--- config.mk ---
export PLATFORM = sky130hd
export DESIGN_NAME = uart_rx_intr_flat
export DESIGN_NICKNAME = d
export VERILOG_FILES = /design/src/rtl/uart_rx_intr_if.sv /design/src/rtl/uart_rx_intr.sv /design/src/flat_wrapper.sv
export SDC_FILE = /design/constraint.sdc
export NUM_CORES = 1
export LEC_CHECK = 0
export ABC_AREA = 0
export CORE_MARGIN = 4
export CORE_UTILIZATION = 49
export DETAILED_ROUTE_END_ITERATION = 16
export GPL_TIMING_DRIVEN = 1
export PLACE_DENSITY = 0.76
export SYNTH_ARGS = -nofsm -noshare
export SYNTH_HDL_FRONTEND = slang
export SYNTH_SLANG_ARGS = --single-unit
--- constraint.sdc ---
create_clock -name clk -period 1.9 [get_ports clk]
set_clock_uncertainty 0.15 [all_clocks]
set_input_delay 0.38 -clock clk [delete_from_list [all_inputs] [get_ports clk]]
set_output_delay 0.38 -clock clk [all_outputs]
set_load 0.03 [all_outputs]
--- src/rtl/uart_rx_intr_if.sv ---
// Receive-side bundle between the serial line / CPU interrupt logic and the UART receiver.
interface uart_rx_intr_if;
   logic       uart_rx;
   logic       ack;
   logic       intr;
   logic [7:0] rx_data;
   logic       overrun;
   logic       frame_err;

   modport master (
      output uart_rx, ack,
      input  intr, rx_data, overrun, frame_err
   );

   modport slave (
      input  uart_rx, ack,
      output intr, rx_data, overrun, frame_err
   );
endinterface

--- src/rtl/uart_rx_intr.sv ---
// 8N1 UART receiver, LSB first, holding the last byte behind an interrupt/ack handshake.
// state | meaning
// IDLE  | line idle, waiting for rxs to fall
// START | half-bit delay, then confirm start bit is still low
// DATA  | sampling 8 data bits, one every WAIT cycles
// STOP  | one bit time, then sample stop bit and post the byte
module uart_rx_intr #(
   parameter int WAIT = 8
) (
   input  logic          clk,
   input  logic          reset,
   uart_rx_intr_if.slave bus
);
   localparam int HALF = WAIT / 2;
   localparam int CW   = $clog2(WAIT);

   typedef enum logic [1:0] {IDLE, START, DATA, STOP} state_t;

   state_t        state, state_nxt;
   logic [1:0]    sync_q;
   logic          rxs;
   logic [CW-1:0] tmr, tmr_load;
   logic [2:0]    bitcnt;
   logic [7:0]    shift;
   logic          tmr_done;
   logic          stop_done;

   assign rxs      = sync_q[1];
   assign tmr_done = (tmr == '0);

   always_ff @(posedge clk or negedge reset) begin
      if (!reset) sync_q <= 2'b11;
      else        sync_q <= {sync_q[0], bus.uart_rx};
   end

   always_ff @(posedge clk or negedge reset) begin
      if (!reset) state <= IDLE;
      else        state <= state_nxt;
   end

   always_comb begin
      state_nxt = state;
      stop_done = 1'b0;
      tmr_load  = '0;
      unique case (state)
         IDLE:  if (!rxs) state_nxt = START;
         START: if (tmr_done) state_nxt = rxs ? IDLE : DATA;
         DATA:  if (tmr_done && bitcnt == 3'd7) state_nxt = STOP;
         STOP:  if (tmr_done) begin
                   state_nxt = IDLE;
                   stop_done = 1'b1;
                end
         default: state_nxt = IDLE;
      endcase
      unique case (state_nxt)
         START:       tmr_load = CW'(HALF - 1);
         DATA, STOP:  tmr_load = CW'(WAIT - 1);
         default:     tmr_load = '0;
      endcase
   end

   // Timer reloads on every state change and after each data-bit sample.
   always_ff @(posedge clk or negedge reset) begin
      if (!reset) begin
         tmr    <= '0;
         bitcnt <= 3'd0;
         shift  <= 8'h00;
      end else begin
         if (state_nxt != state)          tmr <= tmr_load;
         else if (!tmr_done)              tmr <= tmr - CW'(1);
         else if (state == DATA)          tmr <= CW'(WAIT - 1);

         if (state == START)              bitcnt <= 3'd0;
         else if (state == DATA && tmr_done) begin
            shift[bitcnt] <= rxs;
            bitcnt        <= bitcnt + 3'd1;
         end
      end
   end

   // A new byte landing in the same cycle as ack replaces the old one rather than overrunning.
   always_ff @(posedge clk or negedge reset) begin
      if (!reset) begin
         bus.intr      <= 1'b0;
         bus.rx_data   <= 8'h00;
         bus.overrun   <= 1'b0;
         bus.frame_err <= 1'b0;
      end else if (stop_done && rxs) begin
         bus.frame_err <= 1'b0;
         if (!bus.intr || bus.ack) begin
            bus.rx_data <= shift;
            bus.intr    <= 1'b1;
            bus.overrun <= 1'b0;
         end else begin
            bus.overrun <= 1'b1;
         end
      end else begin
         if (stop_done) bus.frame_err <= 1'b1;
         if (bus.intr && bus.ack) begin
            bus.intr    <= 1'b0;
            bus.overrun <= 1'b0;
         end
      end
   end
endmodule

--- src/flat_wrapper.sv ---
// flat-port wrapper written by rule: the top's interface ports become plain ports
module uart_rx_intr_flat 
#(
   parameter int WAIT = 8
)
  (clk, reset, bus_uart_rx, bus_ack, bus_intr, bus_rx_data, bus_overrun, bus_frame_err);
  uart_rx_intr_if bus_i ();
  input  logic clk;
  input  logic reset;
  input wire logic [$bits(bus_i.uart_rx)-1:0] bus_uart_rx;
  input wire logic [$bits(bus_i.ack)-1:0] bus_ack;
  output wire logic [$bits(bus_i.intr)-1:0] bus_intr;
  output wire logic [$bits(bus_i.rx_data)-1:0] bus_rx_data;
  output wire logic [$bits(bus_i.overrun)-1:0] bus_overrun;
  output wire logic [$bits(bus_i.frame_err)-1:0] bus_frame_err;
  assign bus_i.uart_rx = bus_uart_rx;
  assign bus_i.ack = bus_ack;
  assign bus_intr = bus_i.intr;
  assign bus_rx_data = bus_i.rx_data;
  assign bus_overrun = bus_i.overrun;
  assign bus_frame_err = bus_i.frame_err;
  uart_rx_intr #(.WAIT(WAIT)) u_core (.clk(clk), .reset(reset), .bus(bus_i));
endmodule
## Word-level counts from Yosys, hierarchy flattened

Index checks and enable logic that the tools add are counted.

- $add $sub $neg: 2
- Multipliers: 0
- Div/mod/pow operators: 0
- $lt $le $gt $ge: 2
- Equal/unequal tests: 10
- Shifts and indexed selects: 0
- Muxes and demuxes: 24
- Bitwise gates (word level): 1
- Reduce and logical (&&, ||, !) cells: 16

Operators by type and width:

| operator | number |
|---|---|
| $mux 3 | 5 |
| $mux 1 | 10 |
| $mux 2 | 5 |
| $bwmux 8 | 1 |
| $eq 2x2->1 const B | 4 |
| $pmux 2 s4 | 1 |
| $pmux 3 s2 | 1 |
| $reduce_and 2->1 | 3 |
| $reduce_bool 2->1 | 3 |
| $logic_and 1x1->1 | 5 |
| $eq 2x1->1 const B | 2 |
| $lt 3x4->1 const B | 1 |
| $add 3x1->3 const B | 1 |
| $demux 1 s3 | 1 |
| $eq 3x3->1 const B | 1 |
| $ge 3x1->1 const B | 1 |
| $logic_not 3->1 | 1 |
| $ne 3x3->1 const B | 1 |
| $sub 3x1->3 const B | 1 |
| $logic_not 2->1 | 1 |
| $ne 2x2->1 | 1 |
| $ne 2x2->1 const B | 1 |
| $reduce_or 2->1 | 1 |
| $logic_not 1->1 | 1 |
| 2 further kinds | 2 |

- Register bits: 29
- Bits in latches: 0
- Bits in writable memories: 0
- ROM bits: 0
- Input bits: 4
- Output and inout bits: 11
- Logic and storage cells: 64
- Memories kept: 0

## Logic depth before layout (Yosys ltp)

Gate-level depths: netlist of the first run.

- Depth in word-level cells: 8
- Gate-level depth with buffers: 6
- Mapped depth without buffers: 5

## Worst setup path after synthesis of the first run

No wires, ideal clock.

- Kind: reg-to-reg
- Start: reg u_core.tmr[0]
- End: reg u_core.bus.rx_data[0]
- Arrival: 1.575 ns
- Required time: 1.625 ns
- Path slack: 0.051 ns
- Stages on the path, launching flop included: 6
- Buffers on the path: 0
- Clock period less this slack: 1.849 ns
- Cell sequence: dfrtp_1 > inv_1 > ha_1 > nand3b_2 > nor3_4 > mux2_2

- Word-level cells in the longest chain between the ends: 5

RTL lines:

| element | line | source |
|---|---|---|
| from (decl) | uart_rx_intr.sv:22 | `logic [CW-1:0] tmr, tmr_load;` |
| from (signal assigned) | uart_rx_intr.sv:69 | `if (state_nxt != state) tmr <= tmr_load;` |
| from (signal assigned) | uart_rx_intr.sv:70 | `else if (!tmr_done) tmr <= tmr - CW'(1);` |
| from (signal assigned) | uart_rx_intr.sv:71 | `else if (state == DATA) tmr <= CW'(WAIT - 1);` |
| $logic_not 3->1 | uart_rx_intr.sv:29 | `assign tmr_done = (tmr == '0);` |
| $mux 1 | uart_rx_intr.sv:49 | `STOP: if (tmr_done) begin` |
| $mux 1 | uart_rx_intr.sv:45 | `unique case (state)` |
| $logic_and 1x1->1 | uart_rx_intr.sv:88 | `end else if (stop_done && rxs) begin` |
| $reduce_and 2->1 (no source line) | n/a |  |
| to (signal assigned) | uart_rx_intr.sv:91 | `bus.rx_data <= shift;` |
| to (decl) | uart_rx_intr_if.sv:17 | `output intr, rx_data, overrun, frame_err` |

Every way passes these cells.
A chain may end at the register's enable or synchronous reset.

## Worst setup path in the final report of the first run

Ends and elaborated chain as after synthesis.

==> impl_results.md, run 1 <==
- Number of diodes: 0
- Final period util: 94.99%
- CP Capture Point: u_core.bus.rx_data[0]$_DFFE_PN0P_
- Ys Warns: 0
- H-tree Lvls: 2
- Die Wd: 61.10 um
- Non-filler cells, final: 172
- Critical Path End Type: register
- Post-synth EDFFs: 0
- Clock transition at path regs: 0.09 ns
- Hold WC Path Type: register to register
- Vias: 1001
- Part of the power in registers: 36.8%
- Tmin final: 1.805 ns
- Largest net degree at the start of global routing: 30
- Proportion of netlist area held by the largest area contributor: 48.91%
- Crit Path Max Fanout: 8
- Syn Std Cell Area: 1381 sq um
- Filler cell count: 207
- Worst Tran Pin Value: 0.3633 ns
- Reg2reg setup slack: 0.1 ns
- Port Buffer Count: 14
- Total I/O pin count: 15
- Top cells by count, synth: dfrtp_1 (27), mux2_2 (16), inv_1 (6), o21ai_0 (6)
- Detailed Routing Iterations Pass 1: 4
- Std cell rows: 18
- RSZ-0062 raised after global routing: false
- Reg2Reg Depth: 6
- Post-synth net total: 125
- CTS root buf: clkbuf_4
- PD cells: 1239 nW/um^2
- Inst Count DP: 164
- Worst R2R Start: u_core.tmr[0]$_DFFE_PN0P_
- Clock Tree Buf Depth: 2
- Routed wire length: 2536 um
- Register area share after synthesis: 52.72%
- Vias in the first global route: 1038
- CTS tree: done
- GRT Overall Usage: 16.85%
- Top-count cell post-synth: dfrtp_1
- Number of distinct library cells after synthesis: 35
- Insertion delay to the later sink of the worst-skew pair: 0.33 ns
- Beginning of the critical path: u_core.tmr[0]$_DFFE_PN0P_
- Final Setup Violations: 0
- Most used DFF post-synth: dfrtp_1
- DR WL/cell: 14.74 um
- CTS Hold Buffers Added: 0
- MaxCap Viol Count: 0
- Clock Sinks: 29
- Initial Util: 53.33%
- Critical path type: register to register
- WP data required: 1.97 ns
- Setup TNS: 0 ns
- VDD IR max: 1578 uV
- Sequential Area: 728.2 sq um
- Status: complete, no violations
- Syn avg cell area: 11.81 sq um
- Sw Share: 32.47%
- Hold Violations, Final: 0
- P_leak: 0.8703 nW
- Area of the die: 3733 sq um
- Slew Limit Fails: 0
- Final nets: 149
- Mapped Cells: 117
- Initial DRC Count: 19
- CTS Buf Count: 5
- Power share of the clock group: 28.7%
- Fmax achieved: 554.1 MHz
- Synth top area cells: dfrtp_1 (49%), mux2_2 (13%), dfstp_2 (3.8%)
- Critical path arrival: 1.88 ns
- Detailed-route DRC error count: 0
- Worst slew margin: 75.78%
- Height of the chip: 61.10 um
- First-pass GRT wire length: 4616 um
- Grt total ovfl: 0
- Share of post-route cells with drive strength above 1: 31.69%
- Largest area contributor in the netlist: dfrtp_1
- FF+latch count, synth: 29
- Post-synth ARST share: 100.0%
- Combinational Power Share: 34.5%
- Initial antenna violation count: 0
- Hold Crit Start: u_core.sync_q[0]$_DFF_PN1_
- Multi-input gate area: 643.1 sq um
- Area grow syn2layout: 27.08%
- Switching power of the nets: 706.1 uW
- CP Launch Type: register
- Post-CTS Setup Bufs: 0
- Dpl hpwl: 1788 um
- R2R Path End: u_core.bus.rx_data[0]$_DFFE_PN0P_
- Internal power: 1.469 mW
- Routability Congestion: 0.9208
- Core area: 2590 sq um
- Vias/cell: 5.820
- Post-route ant nets: 0
per-stage QoR:
step	power, mW	util, %	worst slack, ns	hold slack, ns	area (sq um)
2_1_floorplan	1.271	-	0.05078	-0.06559	1381
5_1_grt	2.320	67.78	0.02258	0.2176	1755
4_1_cts	2.127	66.28	0.003864	0.2144	1717
3_3_place_gp	1.480	62.51	0.02327	0.1982	1619
6_report	2.175	67.78	0.09518	0.2116	1755
3_5_place_dp	1.511	62.51	-0.002586	0.2016	1619
per-layer routing:
metal  track usage (%)  wire, um  part of all wire, %  vias up
met5                 0         0                    0        -
met4             7.121        27                  1.1        0
met3             6.918       142                  5.6        3
met2             24.47      1189                   47       21
met1             22.27      1176                   46      500
li1                  -         -                    -      477
cell usage in the layout (no fill, tap or decap), types with 2 or more instances in the layout:
cell type        Yosys  final
dfrtp_1             27     27
a2bb2oi_1            3      3
clkbuf_4             0      5
o21ai_0              6      6
o2bb2ai_1            2      2
dfstp_2              2      2
bufinv_16            0      2
mux2i_1              2      2
dlygate4sd2_1        0      9
inv_1                6      6
buf_4                0      9
nand2_1              5      5
a21oi_1              3      3
ha_1                 4      3
nor2b_1              3      3
nand3_1              4      4
clkdlybuf4s50_1      0      3
mux2_2              16     16
nor2_1               4      4
nor3_1               5      5
dlymetal6s2s_1       0      2
repair_timing:
item / 4_1_cts / 5_1_grt
endpoints found under the setup margin: 10 / 11
resized for setup: 10 / 6
pin swaps: 0 / 1
endpoints found under the hold margin: 0 / 0
kinds of logic after synthesis:
family	count (synthesis)	synth area share (%)
flops	29	52.72
buf+inv	13	3.623
fa+ha+maj	4	3.623
simple gates	30	13.41
mux	18	14.49
compound gates	23	12.14
worst min path at each step:
stage | endpoint | depth (start not counted)
global route | u_core.sync_q[1]$_DFF_PN1_ | 0
detailed placement | u_core.sync_q[1]$_DFF_PN1_ | 0
finish | u_core.sync_q[1]$_DFF_PN1_ | 0
global placement | u_core.sync_q[1]$_DFF_PN1_ | 0
floorplan | u_core.bitcnt[0]$_DFFE_PN0P_ | 0
CTS | u_core.sync_q[1]$_DFF_PN1_ | 0
power groups by stage:
stage,registers (mW),clock network (mW),logic [mW]
final,0.800,0.624,0.751
after CTS,0.790,0.643,0.694
after detailed placement,0.803,0,0.708
after global routing,0.810,0.679,0.831
after global placement,0.797,0,0.683
after floorplan,0.845,0,0.426
worst max-delay path, cell delays in order, from the launching register on:
cell      delay (ns)
dfrtp_1         0.40
inv_1           0.13
ha_4            0.19
nand3b_2        0.12
nor3_4          0.24
buf_12          0.15
mux2_2          0.32
layout make-up:
cell class	instances	share of cell area, %
timing repair buffer	24	12.62
inverter	6	1.283
clock inverter	3	3.706
sequential	29	41.48
multi-input combinational	75	36.64
tap	30	2.138
clock buffer	5	2.138
registers in the layout (all words and copies together) (netlist names), 2 cells and up:
register and flops:
u_core.state 2, u_core.shift 8, u_core.tmr 3, u_core.bitcnt 3
u_core.bus.rx_data 8, u_core.sync_q 2
Note: power is estimated with default switching activity, not from simulation.
==> inputs of run 2 (changes only) <==
Settings changed: CAP_MARGIN set to 10.
==> results of run 2 <==
Same layout as run 1: the final DEF is identical, and so are final timing and power.
==> inputs of run 3 (changes only) <==
Settings changed: MAX_ROUTING_LAYER set to met4.
==> impl_results.md, run 3 (same netlist as run 1, synthesis figures left out) <==
- Area grow syn2layout: 27.08% (unchanged)
- MaxCap Viol Count: 0 (unchanged)
- Vias: 1020 (+1.9%)
- Reg2reg setup slack: 0.09 ns (about the same)
- Filler cell count: 207 (unchanged)
- Insertion delay to the later sink of the worst-skew pair: 0.33 ns (about the same)
- Vias/cell: 5.930 (+1.9%)
- Hold Violations, Final: 0 (unchanged)
- Port Buffer Count: 14 (unchanged)
- Routed wire length: 2554 um (+0.71%)
- CP Launch Type: register
- Final nets: 149 (unchanged)
- Post-route ant nets: 0 (unchanged)
- Detailed-route DRC error count: 0 (unchanged)
- Inst Count DP: 164 (unchanged)
- RSZ-0062 raised after global routing: false
- Clock Sinks: 29 (unchanged)
- Hold Crit Start: u_core.sync_q[0]$_DFF_PN1_
- Biggest regs: u_core.bus.rx_data: 8 flops, u_core.shift: 8 flops
- Worst path slowest cell: dfrtp_1
- Worst R2R Start: u_core.tmr[0]$_DFFE_PN0P_
- P_leak: 0.8703 nW (unchanged)
- Grt total ovfl: 0 (unchanged)
- Number of diodes: 0 (unchanged)
- CTS root buf: clkbuf_4
- Multi-input gate area: 643.1 sq um (unchanged)
- Fmax achieved: 552.1 MHz (-0.35%)
- Share of post-route cells with drive strength above 1: 31.69% (unchanged)
- Status: complete, no violations
- CTS Hold Buffers Added: 0 (unchanged)
- PnR worst setup slack: 0.08886 ns (-0.006322 ns)
- Slowest stage delay, CP: 0.41 ns (about the same)
- Final Setup Violations: 0 (unchanged)
- CTS Buf Count: 5 (unchanged)
- Largest net degree at the start of global routing: 30 (unchanged)
- R2R Path End: u_core.bus.rx_data[0]$_DFFE_PN0P_
- Hold WC Path Type: register to register
- Area of the die: 3733 sq um (unchanged)
- Commonest non-fill, non-tap cells in the layout: dfrtp_1 (27), mux2_2 (16), dlygate4sd2_1 (9), buf_4 (9)
- DR WL/cell: 14.85 um (+0.71%)
- CTS tree: done
- Height of the chip: 61.10 um (unchanged)
- Most common cell after layout, fill and taps aside: dfrtp_1
- Tmin final: 1.811 ns (+0.006322 ns)
- Clock Tree Buf Depth: 2 (unchanged)
- Hold Path Sink: u_core.sync_q[1]$_DFF_PN1_
- Clock transition at path regs: 0.09 ns (about the same)
- Total I/O pin count: 15 (unchanged)
- Worst hold path cell count: 0 (unchanged)
- DP Worst Slack: -0.002586 ns (unchanged)
- Critical path type: register to register
- Worst Tran Pin Value: 0.3655 ns (+0.002243 ns)
- PD cells: 1239 nW/um^2 (about the same)
- Detailed Routing Iterations Pass 1: 4 (unchanged)
- Final period util: 95.32% (+0.33 points)
- Routability Congestion: 0.9370 (+1.8%)
- Sequential Area: 728.2 sq um (unchanged)
- First-pass GRT wire length: 4616 um (unchanged)
- Critical Path End Type: register
- VDD IR max: 1574 uV (-0.29%)
- Crit path cell chain: inv_1, ha_4, nand3b_2, nor3_4, buf_12, mux2_2
- Initial antenna violation count: 0 (unchanged)
- Initial Util: 53.33% (unchanged)
- Initial DRC Count: 27 (+8)
- Critical path arrival: 1.88 ns (about the same)
- Worst slew margin: 75.63% (-0.15 points)
- H-tree Lvls: 2 (unchanged)
- Vias in the first global route: 1041 (+0.29%)
- WP data required: 1.97 ns (about the same)
- Core area: 2590 sq um (unchanged)
- Non-filler cells, final: 172 (unchanged)
- Std cell rows: 18 (unchanged)
- Dpl hpwl: 1788 um (unchanged)
- GRT Overall Usage: 17.39% (+0.54 points)
- Die Wd: 61.10 um (unchanged)
- Slew Limit Fails: 0 (unchanged)
- Reg2Reg Depth: 6 (unchanged)
- Crit Path Max Fanout: 8 (unchanged)
-- run 3: cell counts in the layout (fill, tap and decap cells not counted) --
Identical to the previous run, type by type.
-- run 3: report_power, final --
part           internal [mW]  leakage (nW)  switching (mW)
logic                  0.346         0.433           0.406
registers              0.715         0.382          0.0856
clock network          0.407        0.0552           0.215
total                   1.47         0.870           0.706
-- run 3: metal layers --
layer	global-route usage, %	up-vias	wire length, um
met2	24.47	25	1199
li1	-	478	-
met1	22.54	514	1186
met4	7.121	0	27
met3	6.499	3	141
met5	-	-	0
-- run 3: critical path: cells and delay by family (launching register included) --
kind / cells / cell delay, ns
fa+ha+maj: 1 / 0.19
buf+inv: 2 / 0.28
flops: 1 / 0.41
mux: 1 / 0.32
simple gates: 2 / 0.36
-- run 3: final cells by class --
type,instances,share of cell area [%]
clock inverter,3,3.706
clock buffer,5,2.138
multi-input combinational,75,36.64
timing repair buffer,24,12.62
tap,30,2.138
sequential,29,41.48
inverter,6,1.283
-- run 3: timing repair --
item,in CTS,in global routing
pin swaps,0,1
gates resized for setup,10,6
buffers inserted,0,0
endpoints found under the setup margin,10,11
-- run 3: how the worst max path moves through the flow --
stage | from | end | slack, ns | depth (start not counted)
2_1_floorplan | u_core.tmr[0]$_DFFE_PN0P_ | u_core.bus.rx_data[0]$_DFFE_PN0P_ | 0.05 | 5
5_1_grt | u_core.tmr[0]$_DFFE_PN0P_ | u_core.bus.rx_data[1]$_DFFE_PN0P_ | 0.02 | 6
6_report | u_core.tmr[0]$_DFFE_PN0P_ | u_core.bus.rx_data[0]$_DFFE_PN0P_ | 0.09 | 6
3_5_place_dp | bus_ack | u_core.bus.rx_data[0]$_DFFE_PN0P_ | -0.003 | 5
4_1_cts | u_core.bus.rx_data[5]$_DFFE_PN0P_ | bus_rx_data[5] | 0.004 | 1
3_3_place_gp | bus_ack | u_core.bus.rx_data[7]$_DFFE_PN0P_ | 0.02 | 5
-- run 3: metrics by stage --
stage	utilization [%]	total power, mW	area (sq um)	setup TNS [ns]	hold slack, ns
floorplan	-	1.271	1381	0	-0.06559
global placement	62.51	1.480	1619	0	0.1982
detailed placement	62.51	1.511	1619	-0.003110	0.2016
CTS	66.28	2.127	1717	0	0.2144
global route	67.78	2.320	1755	0	0.2176
finish	67.78	2.175	1755	0	0.2112
